==> src/rtl/lsu.sv <==
// lsu: load/store unit behind the ALU.
//
// Takes the ALU result and performs at most one byte/half/word/double memory
// access. The access goes over a valid/ready request channel and comes back on
// a valid-only response channel. The result is sign- or zero-extended and
// handed to the WBU. Non-memory ops pass the ALU result through with one cycle
// of latency. Only one op is in flight at a time.
//
// Handshake rule used on every valid/ready pair below: a transfer happens on a
// rising clk edge where valid and ready are both 1. A producer holding valid
// keeps its payload stable until that edge. The response channel has no ready
// and is consumed only in WAIT.
//
// Optional feature macro: LSU_MISALIGN_CHECK_EN. When it is defined, an access
// whose offset is not a multiple of its size skips memory. Such an access
// completes with data 0 and lsu_wbu_misalign=1.
//
// Ports:
//   clk, rst                 clock, synchronous active-high reset
//   exu_lsu_valid/ready      upstream op handshake
//   lsu_addr                 effective address or pass-through value
//   lsu_wdata                store data (low bytes used)
//   lsu_load/store           op kind (both set -> load)
//   lsu_size                 0=B 1=H 2=W 3=D
//   lsu_unsigned             zero-extend loads
//   lsu_rd                   destination register index
//   mem_req_*                aligned doubleword request with byte strobes
//   mem_rsp_valid/rdata      response for loads and stores
//   lsu_wbu_valid/ready      result handshake to WBU
//   lsu_wbu_data/rd          result payload
//   lsu_wbu_misalign         misaligned-access flag
//   lsu_dbg_state            FSM state (0=IDLE 1=REQ 2=WAIT 3=DONE)
// All outputs read 0 while rst is high.
module lsu #(
  parameter int unsigned ADDR_W = 64,
  parameter int unsigned DATA_W = 64
) (
  input  logic              clk,
  input  logic              rst,
  input  logic              exu_lsu_valid,
  output logic              exu_lsu_ready,
  input  logic [ADDR_W-1:0] lsu_addr,
  input  logic [DATA_W-1:0] lsu_wdata,
  input  logic              lsu_load,
  input  logic              lsu_store,
  input  logic [1:0]        lsu_size,
  input  logic              lsu_unsigned,
  input  logic [4:0]        lsu_rd,
  output logic              mem_req_valid,
  input  logic              mem_req_ready,
  output logic [ADDR_W-1:0] mem_req_addr,
  output logic              mem_req_wen,
  output logic [DATA_W-1:0] mem_req_wdata,
  output logic [7:0]        mem_req_wmask,
  input  logic              mem_rsp_valid,
  input  logic [DATA_W-1:0] mem_rsp_rdata,
  output logic              lsu_wbu_valid,
  input  logic              lsu_wbu_ready,
  output logic [DATA_W-1:0] lsu_wbu_data,
  output logic [4:0]        lsu_wbu_rd,
  output logic              lsu_wbu_misalign,
  output logic [1:0]        lsu_dbg_state
);

  typedef enum logic [1:0] {
    IDLE = 2'd0,
    REQ  = 2'd1,
    WAIT = 2'd2,
    DONE = 2'd3
  } state_e;

  state_e            state_q, state_d;
  logic [ADDR_W-1:0] addr_q, addr_d;
  logic [DATA_W-1:0] wdata_q, wdata_d;
  logic [DATA_W-1:0] result_q, result_d;
  logic              load_q, load_d;
  logic              store_q, store_d;
  logic              uns_q, uns_d;
  logic [1:0]        size_q, size_d;
  logic [4:0]        rd_q, rd_d;
  logic              misalign_q, misalign_d;

  // Lane steering from the latched offset.
  logic [2:0]        off;
  logic [5:0]        lane_shift;
  logic [7:0]        size_mask;
  logic [7:0]        lane_mask;
  logic [DATA_W-1:0] lane_wdata;
  logic [DATA_W-1:0] rsp_shifted;
  logic [DATA_W-1:0] load_ext;

  assign off        = addr_q[2:0];
  assign lane_shift = {off, 3'b000};
  // Shifts drop store bytes past lane 7 and zero-fill load bytes past lane 7.
  assign lane_mask   = size_mask << off;
  assign lane_wdata  = wdata_q << lane_shift;
  assign rsp_shifted = mem_rsp_rdata >> lane_shift;

  always_comb begin
    case (size_q)
      2'd0:    size_mask = 8'h01;
      2'd1:    size_mask = 8'h03;
      2'd2:    size_mask = 8'h0f;
      default: size_mask = 8'hff;
    endcase
  end

  always_comb begin
    case (size_q)
      2'd0: load_ext = uns_q ? {56'd0, rsp_shifted[7:0]}
                             : {{56{rsp_shifted[7]}}, rsp_shifted[7:0]};
      2'd1: load_ext = uns_q ? {48'd0, rsp_shifted[15:0]}
                             : {{48{rsp_shifted[15]}}, rsp_shifted[15:0]};
      2'd2: load_ext = uns_q ? {32'd0, rsp_shifted[31:0]}
                             : {{32{rsp_shifted[31]}}, rsp_shifted[31:0]};
      default: load_ext = rsp_shifted;
    endcase
  end

`ifdef LSU_MISALIGN_CHECK_EN
  function automatic logic is_misaligned(input logic [1:0] size, input logic [2:0] o);
    case (size)
      2'd0:    return 1'b0;
      2'd1:    return o[0];
      2'd2:    return |o[1:0];
      default: return |o;
    endcase
  endfunction
`endif

  // Next state, register updates and outputs.
  always_comb begin
    state_d    = state_q;
    addr_d     = addr_q;
    wdata_d    = wdata_q;
    result_d   = result_q;
    load_d     = load_q;
    store_d    = store_q;
    uns_d      = uns_q;
    size_d     = size_q;
    rd_d       = rd_q;
    misalign_d = misalign_q;

    exu_lsu_ready    = 1'b0;
    mem_req_valid    = 1'b0;
    mem_req_addr     = '0;
    mem_req_wen      = 1'b0;
    mem_req_wdata    = '0;
    mem_req_wmask    = '0;
    lsu_wbu_valid    = 1'b0;
    lsu_wbu_data     = '0;
    lsu_wbu_rd       = '0;
    lsu_wbu_misalign = 1'b0;
    lsu_dbg_state    = state_q;

    case (state_q)
      IDLE: begin
        exu_lsu_ready = 1'b1;
        if (exu_lsu_valid) begin
          addr_d     = lsu_addr;
          wdata_d    = lsu_wdata;
          load_d     = lsu_load;
          // A load/store collision is resolved in favour of the load.
          store_d    = lsu_store & ~lsu_load;
          uns_d      = lsu_unsigned;
          size_d     = lsu_size;
          rd_d       = lsu_rd;
          misalign_d = 1'b0;
          result_d   = '0;
          if (lsu_load || lsu_store) begin
            state_d = REQ;
`ifdef LSU_MISALIGN_CHECK_EN
            if (is_misaligned(lsu_size, lsu_addr[2:0])) begin
              misalign_d = 1'b1;
              state_d    = DONE;
            end
`endif
          end else begin
            result_d = lsu_addr;
            state_d  = DONE;
          end
        end
      end
      REQ: begin
        mem_req_valid = 1'b1;
        mem_req_addr  = {addr_q[ADDR_W-1:3], 3'b000};
        mem_req_wen   = store_q;
        mem_req_wdata = store_q ? lane_wdata : '0;
        mem_req_wmask = store_q ? lane_mask : 8'h00;
        if (mem_req_ready) state_d = WAIT;
      end
      WAIT: begin
        if (mem_rsp_valid) begin
          result_d = load_q ? load_ext : '0;
          state_d  = DONE;
        end
      end
      DONE: begin
        lsu_wbu_valid    = 1'b1;
        lsu_wbu_data     = result_q;
        lsu_wbu_rd       = rd_q;
        lsu_wbu_misalign = misalign_q;
        if (lsu_wbu_ready) state_d = IDLE;
      end
      default: state_d = IDLE;
    endcase

    // Outputs are forced quiet during reset, even mid-operation.
    if (rst) begin
      exu_lsu_ready    = 1'b0;
      mem_req_valid    = 1'b0;
      mem_req_addr     = '0;
      mem_req_wen      = 1'b0;
      mem_req_wdata    = '0;
      mem_req_wmask    = '0;
      lsu_wbu_valid    = 1'b0;
      lsu_wbu_data     = '0;
      lsu_wbu_rd       = '0;
      lsu_wbu_misalign = 1'b0;
      lsu_dbg_state    = IDLE;
    end
  end

  always_ff @(posedge clk) begin
    if (rst) begin
      state_q    <= IDLE;
      addr_q     <= '0;
      wdata_q    <= '0;
      result_q   <= '0;
      load_q     <= 1'b0;
      store_q    <= 1'b0;
      uns_q      <= 1'b0;
      size_q     <= 2'd0;
      rd_q       <= 5'd0;
      misalign_q <= 1'b0;
    end else begin
      state_q    <= state_d;
      addr_q     <= addr_d;
      wdata_q    <= wdata_d;
      result_q   <= result_d;
      load_q     <= load_d;
      store_q    <= store_d;
      uns_q      <= uns_d;
      size_q     <= size_d;
      rd_q       <= rd_d;
      misalign_q <= misalign_d;
    end
  end

endmodule

==> config.mk <==
export PLATFORM = sky130hd
export DESIGN_NAME = lsu
export DESIGN_NICKNAME = d
export VERILOG_FILES = /design/src/rtl/lsu.sv
export SDC_FILE = /design/constraint.sdc
export NUM_CORES = 1
export LEC_CHECK = 0
export CAP_MARGIN = 10
export CORE_MARGIN = 2
export CORE_UTILIZATION = 47
export CTS_CLUSTER_DIAMETER = 200
export DETAILED_ROUTE_END_ITERATION = 16
export GPL_TIMING_DRIVEN = 0
export PLACE_DENSITY = 0.94
export SLEW_MARGIN = 20
export SYNTH_ARGS = -nofsm -noshare
export SYNTH_HDL_FRONTEND = slang
export SYNTH_SLANG_ARGS = --single-unit
==> constraint.sdc <==
create_clock -name clk -period 3 [get_ports clk]
set_clock_uncertainty 0.2 [all_clocks]
set_input_delay 0.6 -clock clk [delete_from_list [all_inputs] [get_ports clk]]
set_output_delay 0.6 -clock clk [all_outputs]
set_load 0.02 [all_outputs]
==> flow_summary.yaml <==
placed_design:
  gp_congestion: 1.017
  hpwl_um: 49170
  port_buffers: 414
logic_synthesis:
  async_flop_share_pct: 0
  yosys.area.top_type: "dfxtp_1"
  netlist_instances: 1692
  synth-seq-cells: 204
  synth.distinct_cells: 58
  synth.top_cell.area_share_pct: 32.13
  syn_avg_cell_area_um2: 7.512
  yosys-top-cells-area: "dfxtp_1, a21oi_1, nand2_1"
  synthTopCellsByCount: "nand2_1, a21oi_1, dfxtp_1"
  yosys_warnings: 0
  ys.flop_type: "dfxtp_1"
  ys_seq_area_share_pct: 32.13
  post-synth-top-count-cell: "nand2_1"
  synth_edf_count: 0
  synth_area_mm2: 0.01271
final_layout:
  nets: 2415
  drive_gt1_share_pct: 25.08
  syn_to_final_growth_pct: 58.37
  finish.utilization_pct: 75.31
  nFillCells: 1963
clock_tree:
  htreeDepth: 1
  cts_made_buffers: 23
  insertion_delay_ns: 0.52
  clock_sinks: 204
  cts_tree: "yes"
  root_buffer: "clkbuf_16"
  clock_path_buffers: 3
  cts.clk_slew.worst_paths_ns: 0.06
timing:
  tns_ns: -2.317
  fmax_mhz: 321.3
  worst_pin_slew_ns: 1.098
  slew_viol_final: 0
  setup_viol: 41
  rsz0062_at_grt: "yes"
  max_slew_margin_pct: 26.83
  finalCritPeriodShare_pct: 103.7
  hold_ws_ns: 0.2502
  period_needed_ns: 3.112
  hold_viol: 0
  worst_slack_ns: -0.1123
min_path:
  hold_path_depth: 2
  holdCritPathClass: "reg2reg"
setup_path:
  crit_path_end_kind: "output port"
  reg2reg_depth: 8
  cp.arrival_ns: 2.31
  r2r_slack_ns: 0.08
  path_buf_inv: 5
  cp_data_required_time_ns: 2.20
  slowest_delay_ns: 0.40
  crit_end: "mem_req_wdata[38]"
  r2r_start: "state_q[0]"
  critPathMostFrequentCell: "buf_8"
  regToRegEndpoint: "result_q[27]"
  path_depth: 10
  crit_fanout: 5
  path_cells: "ha_4 > nor2b_4 > clkbuf_16 > nand2_8 > nor2_4 > buf_12 > buf_8 > buf_8 > a22o_1 > buf_6"
  criticalPathCategory: "reg2out"
  slowest_stage: "dfxtp_2"
  path_delay_family: "buffers and inverters"
  critPathLaunchType: "flip-flop"
  startpoint: "state_q[0]"
routing:
  routed_wl_um: 66250
  drc: 0
  vias: 16300
  drt-initial-drc-count: 1973
  viasPerCell: 6.369
  antenna_left: 0
  routedWlPerCell_um: 25.88
  drt_pre_antenna_iters: 6
grt:
  grt_pass1_vias: 16000
  grtUsageTotal_pct: 43.83
  grt_pass1_wl_um: 94890
  grt_antenna_before_repair: 1
  grt_max_degree: 15
  grt_remaining_overflow: 0
die:
  dieArea_mm2: 0.02837
  coreArea_mm2: 0.02673
  dieHeight_um: 168.4
  boundaryPins: 420
  rows: 60
  initial_utilization_pct: 47.56
  fp.dieW_um: 168.4
pwr:
  p_int_uw: 7597
  p_leak_uw: 0.008589
  p_sw_uw: 5803
  pwr-share-clk_pct: 21.0
  p_sw_share_pct: 43.30
  pwr-share-seq_pct: 29.3
  p_comb_share_pct: 49.8
  max-vdd-ir-drop_v: 0.0004067
  power.density_mw_per_mm2: 665.7
run_status:
  outcome: "finished, violations left"
  violations: "setup timing"
run:
  cap_violations: 0
-- flip-flops by register name, summed over array words and instances (netlist names) --
register	cells
rd_q	5
uns_q	1
addr_q	64
wdata_q	64
load_q	1
size_q	2
store_q	1
result_q	64
state_q	2
-- power by group through the flow --
stage | registers (µW) | clock network (µW) | logic (µW)
CTS | 3850 | 2790 | 6060
detailed placement | 3850 | 0 | 5410
floorplan | 3650 | 0 | 3490
global placement | 3830 | 0 | 5290
finish | 3920 | 2810 | 6670
global route | 3950 | 2910 | 7000
-- worst register-to-register path, cell delays in order, from the launching register on --
cell and delay, ns:
dfxtp_2 0.36, inv_1 0.15, ha_1 0.39, or2_2 0.19, and3_1 0.16, clkbuf_1 0.18, clkbuf_1 0.45, clkbuf_1 0.54
a31oi_1 0.15
-- how the worst min path moves through the flow --
stage               slack [ns]  startpoint    endpoint
finish                    0.25  addr_q[35]  addr_q[35]
CTS                       0.25  addr_q[31]  addr_q[31]
global route              0.27  addr_q[31]  addr_q[31]
floorplan                 0.23  addr_q[10]  addr_q[10]
global placement          0.24  addr_q[35]  addr_q[35]
detailed placement        0.24     rd_q[1]     rd_q[1]
-- per-layer routing --
metal,wire length (µm),track usage [%]
met1,23420,50.10
met2,30620,74.29
met3,6716,7.734
met4,5491,31.03
met5,0,0
-- per-stage QoR --
step,worst slack [ns],power [µW],instance area (µm²),instances
global route,-0.1438,13860,20130,2559
global placement,-1.882,9117,17290,2450
finish,-0.1123,13400,20130,2560
detailed placement,-1.837,9262,17290,2450
floorplan,0.02371,7138,12720,1695
CTS,-0.2495,12700,19350,2530
-- cell type report --
| class | count | area (µm²) | share of cell area [%] |
|---|---|---|---|
| plain buffers | 162 | 1255 | 6.235 |
| diodes | 2 | 5.005 | 0.02486 |
| multi-input cells | 1312 | 8965 | 44.54 |
| clock buffers | 33 | 663.1 | 3.295 |
| well taps | 341 | 426.7 | 2.120 |
| flip-flops and latches | 204 | 4095 | 20.35 |
| clock inverters | 7 | 71.32 | 0.3543 |
| inverters | 11 | 50.05 | 0.2486 |
| repair buffers | 488 | 4597 | 22.84 |
-- logic make-up after synthesis --
group	after synthesis	synth area share, %
muxes	157	14.70
adders and majority gates	5	0.4922
DFF	204	32.13
AOI/OAI and AO/OA	494	23.00
other	1	0.02951
and+or+nand+nor	651	23.61
buffers and inverters	180	6.044
-- what timing repair did --
action	CTS	global route
pin swaps	31	44
hold buffers	0	0
buffers inserted	40	29
cloned	4	2
resized for setup	801	321
setup endpoints to repair	228	195
hold endpoints to repair	0	0
-- placed cells by master (no fill, tap or decap), drive strengths merged, types with 14 or more instances in the layout --
cell and count:
nand2 329, o22ai 15, dlymetal6s2s 37, and3 95
a22oi 22, a211oi 34, a31oi 26, nor2 105
a21oi 251, mux2 34, buf 200, mux2i 103
and2 81, mux4 20, clkdlybuf4s50 220, nor2b 14
clkbuf 195, dfxtp 204, o21ai 79, dlygate4sd2 25
No activity file was read; power rests on OpenSTA's default activity.
